`config.mk`:
```
export PLATFORM = sky130hd
export DESIGN_NAME = uart_rx
export DESIGN_NICKNAME = d
export VERILOG_FILES = /design/src/rtl/uart_rx.sv
export SDC_FILE = /design/constraint.sdc
export NUM_CORES = 1
export LEC_CHECK = 0
export BUFFER_PORTS_ARGS = -buffer_cell sky130_fd_sc_hd__buf_2
export CORE_MARGIN = 3
export CORE_UTILIZATION = 58
export CTS_CLUSTER_SIZE = 14
export DETAILED_ROUTE_END_ITERATION = 8
export GPL_TIMING_DRIVEN = 1
export PLACE_DENSITY = 0.8
export SLEW_MARGIN = 40
export SYNTH_ARGS = -nofsm -noshare
export SYNTH_HDL_FRONTEND = slang
export SYNTH_SLANG_ARGS = --single-unit
```
`constraint.sdc`:
```
create_clock -name clk -period 2.37 [get_ports clk]
set_clock_uncertainty 0.15 [all_clocks]
set_input_delay 0.474 -clock clk [delete_from_list [all_inputs] [get_ports clk]]
set_output_delay 0.474 -clock clk [all_outputs]
set_load 0.005 [all_outputs]
```
`src/rtl/uart_rx.sv`:
```
// UART receiver: synchronised, oversampled start/data/parity/stop deserialiser.
// Presents each received word with a one-clock valid strobe and error flags.
module uart_rx #(
  parameter int DATA_BITS  = 8,
  parameter int OVERSAMPLE = 16,
  parameter int PARITY_EN  = 0,
  parameter int PARITY_ODD = 0
) (
  input  logic                 clk,
  input  logic                 reset,
  input  logic                 rx_serial,
  input  logic                 sample_tick,
  output logic [DATA_BITS-1:0] rx_data,
  output logic                 rx_valid,
  output logic                 parity_err,
  output logic                 frame_err,
  output logic                 busy
);

  localparam int CW = $clog2(OVERSAMPLE);
  localparam int BW = $clog2(DATA_BITS + 1);
  localparam logic [CW-1:0] HALF  = CW'(OVERSAMPLE / 2 - 1);
  localparam logic [CW-1:0] LAST  = CW'(OVERSAMPLE - 1);
  localparam logic [BW-1:0] BLAST = BW'(DATA_BITS - 1);

  typedef enum logic [2:0] {
    IDLE,
    START,
    DATA,
    PARITY,
    STOP
  } state_t;

  state_t               state, state_n;
  logic                 rx_m, rx_s;
  logic [CW-1:0]        cnt, cnt_n;
  logic [BW-1:0]        bitc, bitc_n;
  logic [DATA_BITS-1:0] sr, sr_n;
  logic                 perr, perr_n;
  logic                 armed, armed_n;
  logic                 load;

  always_ff @(posedge clk or posedge reset) begin
    if (reset) begin
      rx_m <= 1'b1;
      rx_s <= 1'b1;
    end else begin
      rx_m <= rx_serial;
      rx_s <= rx_m;
    end
  end

  always_ff @(posedge clk or posedge reset) begin
    if (reset) begin
      state <= IDLE;
      cnt   <= '0;
      bitc  <= '0;
      sr    <= '0;
      perr  <= 1'b0;
      armed <= 1'b1;
    end else begin
      state <= state_n;
      cnt   <= cnt_n;
      bitc  <= bitc_n;
      sr    <= sr_n;
      perr  <= perr_n;
      armed <= armed_n;
    end
  end

  always_comb begin
    state_n = state;
    cnt_n   = cnt;
    bitc_n  = bitc;
    sr_n    = sr;
    perr_n  = perr;
    armed_n = armed;
    load    = 1'b0;
    if (sample_tick) begin
      unique case (state)
        IDLE: begin
          if (rx_s) begin
            armed_n = 1'b1;
          end else if (armed) begin
            state_n = START;
            cnt_n   = '0;
          end
        end
        START: begin
          if (cnt == HALF) begin
            cnt_n   = '0;
            bitc_n  = '0;
            perr_n  = 1'b0;
            state_n = rx_s ? IDLE : DATA;
          end else begin
            cnt_n = cnt + CW'(1);
          end
        end
        DATA: begin
          if (cnt == LAST) begin
            sr_n   = {rx_s, sr[DATA_BITS-1:1]};
            cnt_n  = '0;
            bitc_n = bitc + BW'(1);
            if (bitc == BLAST)
              state_n = (PARITY_EN != 0) ? PARITY : STOP;
          end else begin
            cnt_n = cnt + CW'(1);
          end
        end
        PARITY: begin
          if (cnt == LAST) begin
            perr_n  = (^{sr, rx_s}) ^ (PARITY_ODD != 0);
            cnt_n   = '0;
            state_n = STOP;
          end else begin
            cnt_n = cnt + CW'(1);
          end
        end
        STOP: begin
          if (cnt == LAST) begin
            // Leave at mid stop bit; a low stop disarms until the line idles
            load    = 1'b1;
            cnt_n   = '0;
            state_n = IDLE;
            if (!rx_s) armed_n = 1'b0;
          end else begin
            cnt_n = cnt + CW'(1);
          end
        end
        default: state_n = IDLE;
      endcase
    end
  end

  always_ff @(posedge clk or posedge reset) begin
    if (reset) begin
      rx_data    <= '0;
      rx_valid   <= 1'b0;
      parity_err <= 1'b0;
      frame_err  <= 1'b0;
    end else begin
      rx_valid <= load;
      if (load) begin
        rx_data    <= sr;
        parity_err <= perr;
        frame_err  <= ~rx_s;
      end
    end
  end

  assign busy = (state != IDLE);

endmodule

```
After elaboration in Yosys (flattened, before gate mapping)
Cells that the tools add are included.
Operators by class
  add/subtract/negate cells: 2
  multiply operators: 0
  divide/modulo/power cells: 0
  magnitude comparators: 0
  eq/ne operators: 16
  shift operators: 0
  multiplexer cells: 27
  bitwise operators: 1
  reductions and logical operators: 14
Operator list (count)
  $mux W4: 6
  $mux W3: 7
  $ne A2 B2 Y1 const B: 9
  $pmux W3 S5: 1
  $pmux W4 S3: 1
  $reduce_and A4 Y1: 3
  $reduce_xor A9 Y1: 1
  $add A4 B1 Y4 const B: 2
  $eq A4 B3 Y1 const B: 2
  $mux W1: 8
  $pmux W4 S2: 1
  $reduce_and A8 Y1: 1
  $eq A3 B2 Y1 const B: 2
  $reduce_bool A2 Y1: 3
  $reduce_bool A3 Y1: 2
  $reduce_and A5 Y1: 1
  $eq A4 B4 Y1 const B: 1
  $pmux W1 S2: 2
  $eq A3 B1 Y1 const B: 1
  $eq A3 B3 Y1 const B: 1
  $logic_not A3 Y1: 1
  $reduce_and A3 Y1: 1
  $reduce_or A3 Y1: 1
  $mux W2: 1
  $not A1 Y1: 1
Storage, ports and cells
  flip-flop bits (word level): 34
  latch bits: 0
  RAM bits: 0
  bits in read-only memories: 0
  input bits: 4
  word-level logic and storage cells: 72
  memories kept: 0

Longest topological paths before layout
Gate-level depths: netlist (run 1).
  word-level depth: 4
  gate-level depth with buffers: 6
  mapped depth without buffers: 5

Least setup slack after synthesis (run 1)
Ideal clock, no wire load.
  path type: register -> register
  start: register state[2]
  end: register state[2]
  library setup time: 0.125 ns
  arrival time: 1.753 ns
  path slack: 0.342 ns
  stages on the path, launching flop included: 7
  buffers on the path: 2
  path through: dfrtp_1 > buf_6 > or3_4 > buf_6 > and2_4 > a221oi_4 > mux2_4
On the way
  longest elaborated chain between the ends: 3
  elaborated cells between the ends (all ways): 14
  those cells by class: 11 x eq/ne; 1 x mux; 2 x reduce/logical
RTL lines
  from (decl): RTL line 34  | state_t state, state_n;
  from (signal assigned): RTL line 62  | state <= state_n;
  $eq A3 B2 Y1 (tied with other cells): RTL line 80  | unique case (state)
  $ne A2 B2 Y1 (no source line)
  $reduce_and A8 Y1 (no source line)
Several ways; a longest one is shown, not always the timed one.
A chain may end at the register's enable or synchronous reset.

Worst setup path in the final report (run 1)
  start: register state[0]
  end: output busy
On the way
  longest elaborated chain between the ends: 1
RTL lines
  $reduce_bool A3 Y1: RTL line 151  | assign busy = (state != IDLE);
  to (decl): RTL line 17  | output logic busy
Every way passes these cells.

==> results.md, run 1 <==
- Final period util: 86.38%
- CP bufs+invs: 1
- Routed WL per cell: between 15 and 20 um
- Yosys reg bits: 34
- Cell family with most CP delay: flip-flops
- Final net count: 167
- Post-Syn Area: 1699 um2
- Commonest non-fill, non-tap cell in the layout: dfrtp_1
- Vias in the first global route: 1197
- CP Launch Type: flip-flop
- Hold Path Class: in -> async
- Post-CTS setup repair buffer count: 0
- CTS HTree Levels: 2
- Hold_buf cts: 0
- Leak: 0.8805 nW
- Setup TNS: 0 ns
- Maxcap violations: 0
- Grt ovf: 0
- FFs w/ async S/R, synth: 100.0%
- Placed instance area: 1794 um2
- DRT Pass-1 Iters: 4
- Largest net degree at the start of global routing: 35
- Syn avg cell area: 11.88 um2
- Proportion of layout cells with a drive suffix above 1: 33.95%
- CP Data Required Time: 1.75 ns
- Worst EP arrival: 1.42 ns
- CP cell instances: or3_4 -> buf_2
- DR vias/cell: 6.005
- Starting Density: about three fifths
- CTS buffer count: 5
- GRT Total Usage: about a fifth
- Dpl ws: 0.3557 ns
- Number of flops mapped to enable cells by yosys: 0
- Crit path kind: reg -> out
- Crit-path slowest cell: dfrtp_1
- Main synth FF type: dfrtp_1
- GPL Wtd Cong: 0.8681
- Most frequent cells in the layout: 31 x dfrtp_1, 17 x mux2_2, 15 x buf_2, 7 x xnor2_1
- Design Power: 0.001554 W
- Detailed-placement wirelength estimate: 2233 um
- # IOs: 16
- Status: complete, no violations
- Syn nets: 149
- CP peak stage delay: 0.50 ns
- Endpoints failing hold: 0
- Post-CTS resize count: 0
- PwrDens: 837.9 nW/um2
- Clk root buf: clkbuf_4
- Core ar.: 2781 um2
- Normalized max-slew margin: between 50 and 60%
- Worst-path fanout max: 10
- WHS: 0.07103 ns
- Final setup margin: 0.3227 ns
- CTS Buffer Depth: 2
- Routed WL: between 3000 and 4000 um
- Clock latency on the worst-skew pair: 0.33 ns
- Least-Margin Pin Slew: 0.5999 ns
- Diode count: 0
- Register area: roughly 850 um2
- Num rows: 19
- Peak supply drop: 0.7944 mV
- Width of the die: 60.13 um
- Yosys warns: 0
- CTS tree: built
- Die height: 60.13 um
- F_max: roughly 490 MHz
- Initial antenna violation count: 0
- Multi-input gate area: between 700 and 800 um2
- Count of final setup violators: 0
- Fillers: roughly 220
- DIE AREA: 3615 um2
- # clock sinks: 34
- Worst Setup End Kind: output port
- Area grow syn2layout: 9.131%
- DRC viols: 0
- Final ANT Viol Nets: 0
- Worst-path clk slew: 0.11 ns
- Netlist cell types: 44
- Seq/Total Area, Yosys: 50.29%
- First-pass GRT wire length: 5395 um
- RSZ-0062 raised after global routing: no
- Post-route design area: between 1500 and 2000 um2
- Min cycle time layout: 2.047 ns
- Final Slew Violations: 0
- Detailed-route via count: 1159
- Initial DRC count: 41
- Port Buffers: 15
- Post-synthesis cell count: 143
metal layers:
metal / global-route usage [%] / part of all wire, % / wire (um)
met4: 8.228 / 0.94 / 29
met5: 0 / 0 / 0
met2: 33.64 / 51 / 1558
met3: 7.343 / 4.4 / 135
met1: 24.07 / 44 / 1347
cells by family after synthesis:
group	Yosys count	share of synthesized area (%)
AO/OA/AOI/OAI	26	11.27
XOR/XNOR	8	4.934
adder cells (fa/ha/maj)	3	2.062
buffers and inverters	15	4.639
flip-flops	34	50.29
multiplexers	21	13.92
AND/OR/NAND/NOR	36	12.89
area by class of cell:
type,count,area share (%)
inverter,6,1.215
clock buffer,7,2.969
timing repair buffer,20,6.073
tap,31,2.092
multi-input combinational,94,41.30
sequential,34,46.09
clock inverter,1,0.2699
registers in the layout, indices dropped and copies added (netlist names):
name	flops
rx_s	1
rx_data	8
state	3
rx_valid	1
sr	8
bitc	4
rx_m	1
parity_err	1
armed	1
frame_err	1
cnt	4
perr	1
synth_stat cells (2+ instances only):
master    instances  area [um2]
mux2_2           17       191.4
a22o_1            3       26.28
dfstp_2           3       78.83
ha_1              2       25.02
nor2b_1           2       12.51
nor2_1            5       18.77
dfrtp_1          31       775.7
inv_1             6       22.52
buf_6             2       22.52
mux2i_1           3       30.03
o31ai_1           2       15.01
xnor2_1           7       61.31
nand3_1           5       25.02
nand4b_1          2       17.52
a21oi_1           4       20.02
buf_2             6       30.03
and3_1            2       12.51
nand3b_1          2       15.01
nor3_1            2       10.01
a31oi_1           3       18.77
a211oi_1          2       15.01
nand2_1           4       15.01
nand4_1           2       12.51
o21ai_0           6       30.03
path summary, 6_finish.rpt:
check	to	startpoint	slack, ns	cells past startpoint
worst max register to register	state[2]	state[0]	0.33	4
min in group clk	rx_m	rx_serial	0.10	1
worst min register to register	rx_s	rx_m	0.21	0
worst min-delay path	state[1]	reset	0.07	3
worst max-delay path	busy	state[0]	0.32	2
max in group asynchronous	armed	reset	1.65	3
worst register-to-register path, stage by stage, from the launching register on:
cell and delay (ns):
dfrtp_1 0.50, or3_4 0.45, and2_4 0.18, a221oi_4 0.33, mux2_4 0.33
power breakdown:
group          switching (W)  internal, W
Sequential         0.0000960     0.000639
Combinational       0.000255     0.000234
Clock               0.000185     0.000144
through the flow:
step | std cells | util, %
after global placement | 185 | 64.51
after floorplan | 143 | -
after global routing | 193 | 66.67
after detailed placement | 185 | 64.51
after CTS | 193 | 66.67
final | 193 | 66.67
No activity file was read; power rests on OpenSTA's default activity.
==> inputs of run 2 (changes only) <==
- CORE_ASPECT_RATIO: unset -> 1.4
==> results.md, run 2 (same netlist as run 1, synthesis figures left out) <==
- Hold Path Class: in -> async (unchanged)
- First-pass GRT wire length: 5526 um (was 5395 um)
- GRT Total Usage: 20.52% (was 20.43%)
- Most frequent cells in the layout: 31 x dfrtp_1, 17 x mux2_2, 15 x buf_2, 7 x xnor2_1 (unchanged)
- Post-CTS resize count: 0 (unchanged)
- Clock latency on the worst-skew pair: 0.34 ns (was 0.33 ns)
- Detailed-route via count: 1175 (was 1159)
- Vias in the first global route: 1216 (was 1197)
- Largest net degree at the start of global routing: 35 (unchanged)
- WHS: 0.04711 ns (was 0.07103 ns)
- Final ANT Viol Nets: 0 (unchanged)
- CTS buffer count: 5 (unchanged)
- Post-CTS setup repair buffer count: 0 (unchanged)
- Final net count: 167 (unchanged)
- Clk root buf: clkbuf_4 (unchanged)
- Flop2flop setup slack: 0.26 ns (was 0.33 ns)
- Worst-path clk slew: 0.11 ns (about the same)
- # IOs: 16 (unchanged)
- CTS Buffer Depth: 2 (unchanged)
- Die height: 70.04 um (was 60.13 um)
- Proportion of layout cells with a drive suffix above 1: 33.95% (unchanged)
- Fillers: 226 (was 221)
- Commonest non-fill, non-tap cell in the layout: dfrtp_1 (unchanged)
- WP depth: 4 (was 2)
- PwrDens: 838.5 nW/um2 (was 837.9 nW/um2)
- CTS tree: built (unchanged)
- Worst Setup End Kind: flip-flop (was output port)
- DIE AREA: 3624 um2 (was 3615 um2)
- FF-to-FF path depth: 4 (unchanged)
- Core ar.: 2698 um2 (was 2781 um2)
- Crit path kind: reg -> reg (was reg -> out)
- DRT Pass-1 Iters: 4 (unchanged)
- Reg2Reg Launch Point: cnt[1] (was state[0])
- Largest registers: rx_data x8, sr x8 (unchanged)
- Routed WL per cell: 15.65 um (was 15.91 um)
- Min cycle time layout: 2.108 ns (was 2.047 ns)
- DR vias/cell: 5.934 (was 6.005)
- Endpoints failing hold: 0 (unchanged)
- Grt ovf: 0 (unchanged)
- Hold_buf cts: 0 (unchanged)
- Worst EP arrival: 2.19 ns (was 1.42 ns)
- Area grow syn2layout: 9.499% (was 9.131%)
- Dpl cells: 190 (was 185)
- # clock sinks: 34 (unchanged)
- Setup TNS: 0 ns (unchanged)
- Count of final setup violators: 0 (unchanged)
- Least-Margin Pin Slew: 0.5174 ns (was 0.5999 ns)
- Detailed-placement wirelength estimate: 2230 um (was 2233 um)
- GPL Wtd Cong: 0.8592 (was 0.8681)
- Worst-path fanout max: 10 (unchanged)
- Crit-path slowest cell: and4_1 (was dfrtp_1)
- RSZ-0062 raised after global routing: no (unchanged)
- Width of the die: 51.75 um (was 60.13 um)
- CP Data Required Time: 2.45 ns (was 1.75 ns)
- Diode count: 0 (unchanged)
- Final period util: 88.95% (was 86.38%)
- Initial DRC count: 39 (was 41)
- CTS HTree Levels: 2 (unchanged)
- DRC viols: 0 (unchanged)
- Finished Layout Cells: 198 (was 193)
- Status: complete, no violations (unchanged)
- CP bufs+invs: 0 (was 1)
- Initial antenna violation count: 0 (unchanged)
- CP Launch Type: flip-flop (unchanged)
- CP peak stage delay: 0.50 ns (about the same)
- Peak supply drop: 0.5320 mV (was 0.7944 mV)
- Port Buffers: 15 (unchanged)
- Final Slew Violations: 0 (unchanged)
- F_max: 474.3 MHz (was 488.5 MHz)
- Routed WL: 3099 um (was 3071 um)
- Maxcap violations: 0 (unchanged)
- Leak: 0.8805 nW (unchanged)
- Num rows: 22 (was 19)
- Cell family with most CP delay: simple AND/OR/NAND/NOR gates (was flip-flops)
- Normalized max-slew margin: 65.19% (was 59.64%)
- Critical R2R Capture: rx_data[1] (was state[2])
- Starting Density: 62.99% (was 61.09%)
- CP cell instances: ha_1 -> and3_1 -> and4_1 -> mux2_2 (was or3_4 -> buf_2)
run 2: cell counts in the layout (fill, tap and decap cells not counted):
Identical to the previous run, type by type.
run 2: final cells by class:
type	instances	area [um2]	area share, %
Tap cell	36	45.04	2.421
Clock buffer	7	55.05	2.959
Clock inverter	1	5.005	0.2690
Timing Repair Buffer	20	112.6	6.052
Multi-Input combinational cell	94	765.7	41.16
Sequential cell	34	854.6	45.93
Inverter	6	22.52	1.210
run 2: how the worst max path moves through the flow:
stage / slack (ns) / endpoint / start
2_1_floorplan: 0.34 / state[2] / state[2]
3_3_place_gp: 0.32 / parity_err / sample_tick
3_5_place_dp: 0.26 / rx_data[1] / sample_tick
4_1_cts: 0.26 / rx_data[0] / cnt[0]
5_1_grt: 0.11 / rx_data[1] / cnt[0]
6_report: 0.26 / rx_data[1] / cnt[1]
run 2: where the power goes:
part	internal [W]	total, W	switching (W)
clock	0.000144	0.000335	0.000191
combinational	0.000234	0.000485	0.000251
sequential	0.000639	0.000740	0.000101
total	0.00102	0.00156	0.000543
run 2: stage by stage:
step | util (%) | cell area (um2) | setup slack [ns] | power (W)
global route | 68.97 | 1861 | 0.1056 | 0.001668
global placement | 66.74 | 1800 | 0.3202 | 0.001203
finish | 68.97 | 1861 | 0.2618 | 0.001560
floorplan | - | 1699 | 0.3419 | 0.001160
detailed placement | 66.74 | 1800 | 0.2626 | 0.001229
CTS | 68.97 | 1861 | 0.2633 | 0.001565
run 2: worst reg2reg max path: cells and delay by family, from the launching register on:
| family | cells | cell delay, ns |
|---|---|---|
| DFF | 1 | 0.41 |
| adders and majority gates | 1 | 0.25 |
| muxes | 1 | 0.39 |
| and+or+nand+nor | 2 | 0.80 |
run 2: layer usage:
layer | up-vias | GRT usage, % | part of all wire [%]
li1 | 550 | - | -
met1 | 590 | 23.02 | 40
met2 | 26 | 33.99 | 53
met3 | 9 | 6.183 | 4.3
met4 | 0 | 10.79 | 2.5
met5 | - | 0 | 0
==> inputs of run 3 (changes only) <==
- ABC_AREA: unset -> 1
==> results.md, run 3 <==
- Status: complete, no violations (unchanged)
- Min cycle time layout: 1.954 ns (was 2.108 ns)
- Critical R2R Capture: sr[2] (was rx_data[1])
- DRC viols: 0 (unchanged)
- Dpl ws: 0.5138 ns (was 0.2626 ns)
- Crit path kind: reg -> out (was reg -> reg)
- Maxcap violations: 0 (unchanged)
- First-pass GRT wire length: 5720 um (was 5526 um)
- CTS tree: built (unchanged)
- Endpoints failing hold: 0 (unchanged)
- F_max: 511.8 MHz (was 474.3 MHz)
- Post-CTS setup repair buffer count: 0 (unchanged)
- Register area: 854.6 um2 (unchanged)
- FF-to-FF path depth: 8 (was 4)
- Area leader, netlist: dfrtp_1 (unchanged)
- Finished Layout Cells: 276 (was 198)
- Crit-path slowest cell: dfrtp_1 (was and4_1)
- Worst-path clk slew: 0.07 ns (was 0.11 ns)
- PwrDens: 864.6 nW/um2 (was 838.5 nW/um2)
- # clock sinks: 34 (unchanged)
- Final Slew Violations: 0 (unchanged)
- CP cell instances: inv_2 -> nand2_2 -> nor2_2 -> inv_1 -> buf_2 (was ha_1 -> and3_1 -> and4_1 -> mux2_2)
- Initial antenna violation count: 0 (unchanged)
- Die height: 71.37 um (was 70.04 um)
- DRT Pass-1 Iters: 4 (unchanged)
- Routed WL: 3322 um (was 3099 um)
- Design Power: 0.001702 W (was 0.001560 W)
- Detailed-route via count: 1388 (was 1175)
- Number of flops mapped to enable cells by yosys: 0 (unchanged)
- Share of power burned in registers: 42.9% (was 47.5%)
- Sw power: 0.0006347 W (was 0.0005434 W)
- Top cell type's share of synthesized area: 43.82% (was 45.66%)
- Clk root buf: clkbuf_8 (was clkbuf_4)
- Yosys warns: 0 (unchanged)
- Most frequent cells in the layout: 68 x nand2_1, 31 x dfrtp_1, 25 x inv_1, 15 x buf_2, 14 x o21ai_0 (was 31 x dfrtp_1, 17 x mux2_2, 15 x buf_2, 7 x xnor2_1)
- Detailed-placement wirelength estimate: 2482 um (was 2230 um)
- Worst EP arrival: 1.33 ns (was 2.19 ns)
- Largest net degree at the start of global routing: 35 (unchanged)
- Top cells by count, synth: 68 x nand2_1, 31 x dfrtp_1, 25 x inv_1, 14 x o21ai_0, 12 x nand3_1 (was 31 x dfrtp_1, 17 x mux2_2, 7 x xnor2_1)
- # IOs: 16 (unchanged)
- Synth area leaders: dfrtp_1 44%, nand2_1 14%, inv_1 5.3%, dfstp_2 4.5%, o21ai_2 4.5% (was dfrtp_1 46%, mux2_2 11%, dfstp_2 4.6%, xnor2_1 3.6%, buf_2 1.8%)
- Syn avg cell area: 8.159 um2 (was 11.88 um2)
- GRT Total Usage: 20.74% (was 20.52%)
- Largest registers: rx_data x8, sr x8 (unchanged)
- Vias in the first global route: 1364 (was 1216)
- Area grow syn2layout: 11.17% (was 9.499%)
- Least-Margin Pin Slew: 0.4208 ns (was 0.5174 ns)
- Worst-path fanout max: 6 (was 10)
- Peak supply drop: 0.5332 mV (was 0.5320 mV)
- Post-Syn Area: 1770 um2 (was 1699 um2)
- CTS buffer count: 5 (unchanged)
- Final Util: 67.71% (was 68.97%)
- Most common cell in the netlist: nand2_1 (was dfrtp_1)
- Count of final setup violators: 0 (unchanged)
- Post-CTS resize count: 0 (unchanged)
- CP Launch Type: flip-flop (unchanged)
- DIE AREA: 3761 um2 (was 3624 um2)
- Port Buffers: 15 (unchanged)
- Logic gate share of total power: 31.6% (was 31.1%)
- DR vias/cell: 5.029 (was 5.934)
- Grt ovf: 0 (unchanged)
- Normalized max-slew margin: 71.95% (was 65.19%)
- FFs w/ async S/R, synth: 100.0% (unchanged)
- Flop2flop setup slack: 0.51 ns (was 0.26 ns)
- Initial DRC count: 36 (was 39)
- RSZ-0062 raised after global routing: no (unchanged)
- Diode count: 0 (unchanged)
- Proportion of layout cells with a drive suffix above 1: 24.69% (was 33.95%)
- Fillers: 237 (was 226)
- Leak: 1.039 nW (was 0.8805 nW)
- Netlist cell types: 24 (was 44)
- Final ANT Viol Nets: 0 (unchanged)
- CP Data Required Time: 1.75 ns (was 2.45 ns)
- Post-synthesis cell count: 217 (was 143)
- Seq/Total Area, Yosys: 48.27% (was 50.29%)
- GPL Wtd Cong: 0.9382 (was 0.8592)
- Final setup margin: 0.4160 ns (was 0.2618 ns)
- Internal power: 0.001067 W (was 0.001017 W)
- CTS Buffer Depth: 2 (unchanged)
- CTS HTree Levels: 2 (unchanged)
- Hold Path Class: in -> async (unchanged)
- Main synth FF type: dfrtp_1 (unchanged)
- Dpl cells: 268 (was 190)
- Num rows: 23 (was 22)
- Yosys reg bits: 34 (unchanged)
- Setup TNS: 0 ns (unchanged)
- Commonest non-fill, non-tap cell in the layout: nand2_1 (was dfrtp_1)
- Final net count: 244 (was 167)
- Multi-input gate area: 777.0 um2 (was 765.7 um2)
- Clock power share: 25.6% (was 21.5%)
- Clock latency on the worst-skew pair: 0.28 ns (was 0.34 ns)
- Width of the die: 52.70 um (was 51.75 um)
- Syn nets: 223 (was 149)
- CP peak stage delay: 0.46 ns (was 0.50 ns)
- Routed WL per cell: 12.04 um (was 15.65 um)
- Starting Density: 60.91% (was 62.99%)
- Hold_buf cts: 0 (unchanged)
- Reg2Reg Launch Point: cnt[0] (was cnt[1])
- Core ar.: 2907 um2 (was 2698 um2)
- Switching Fraction: 37.30% (was 34.83%)
- Final period util: 82.45% (was 88.95%)
- Worst Setup End Kind: output port (was flip-flop)
==> run 3: area by class of cell <==
type | count | share of cell area (%)
Timing Repair Buffer | 16 | 4.196
Clock inverter | 1 | 0.2543
Multi-Input combinational cell | 150 | 39.48
Clock buffer | 7 | 4.387
Sequential cell | 34 | 43.42
Tap cell | 37 | 2.352
Inverter | 31 | 5.912
==> run 3: power by group through the flow <==
stage	Sequential [W]	Clock (W)	Combinational, W
floorplan	0.000713	0	0.000452
global placement	0.000735	0	0.000536
detailed placement	0.000740	0	0.000544
CTS	0.000729	0.000449	0.000545
global route	0.000739	0.000465	0.000616
finish	0.000729	0.000435	0.000537
==> run 3: worst max-delay path by stage <==
stage          endpoint  cells after the start  slack [ns]  startpoint
2_1_floorplan     sr[6]                      9        0.82      cnt[0]
3_3_place_gp      sr[0]                      8        0.60      cnt[0]
3_5_place_dp      sr[1]                      8        0.51      cnt[0]
4_1_cts            busy                      5        0.40    state[1]
5_1_grt            busy                      5        0.32    state[1]
6_report           busy                      5        0.42    state[1]
==> run 3: cells by family after synthesis <==
| group | Yosys count | share of synthesized area [%] |
|---|---|---|
| XOR/XNOR | 4 | 1.979 |
| AO/OA/AOI/OAI | 33 | 11.59 |
| buffers and inverters | 33 | 7.844 |
| flip-flops | 34 | 48.27 |
| AND/OR/NAND/NOR | 111 | 28.90 |
| adder cells (fa/ha/maj) | 2 | 1.413 |
==> run 3: per-stage QoR <==
step | cell area (um2) | hold WS [ns]
2_1_floorplan | 1770 | 0.1952
3_3_place_gp | 1877 | 0.1953
3_5_place_dp | 1877 | 0.1988
4_1_cts | 1968 | 0.1231
5_1_grt | 1968 | 0.1243
6_report | 1968 | 0.1330
==> run 3: critical path: cells and delay by family (launching register included) <==
kind,cells,cell delay (ns)
buffers and inverters,3,0.33
AND/OR/NAND/NOR,2,0.26
flip-flops,1,0.46
==> run 3: per-layer routing <==
layer	GRT usage, %	up-vias	part of all wire [%]
li1	-	723	-
met1	23.06	636	42
met2	35.50	20	52
met3	4.574	9	2.7
met4	11.65	0	3.1
met5	0	-	0
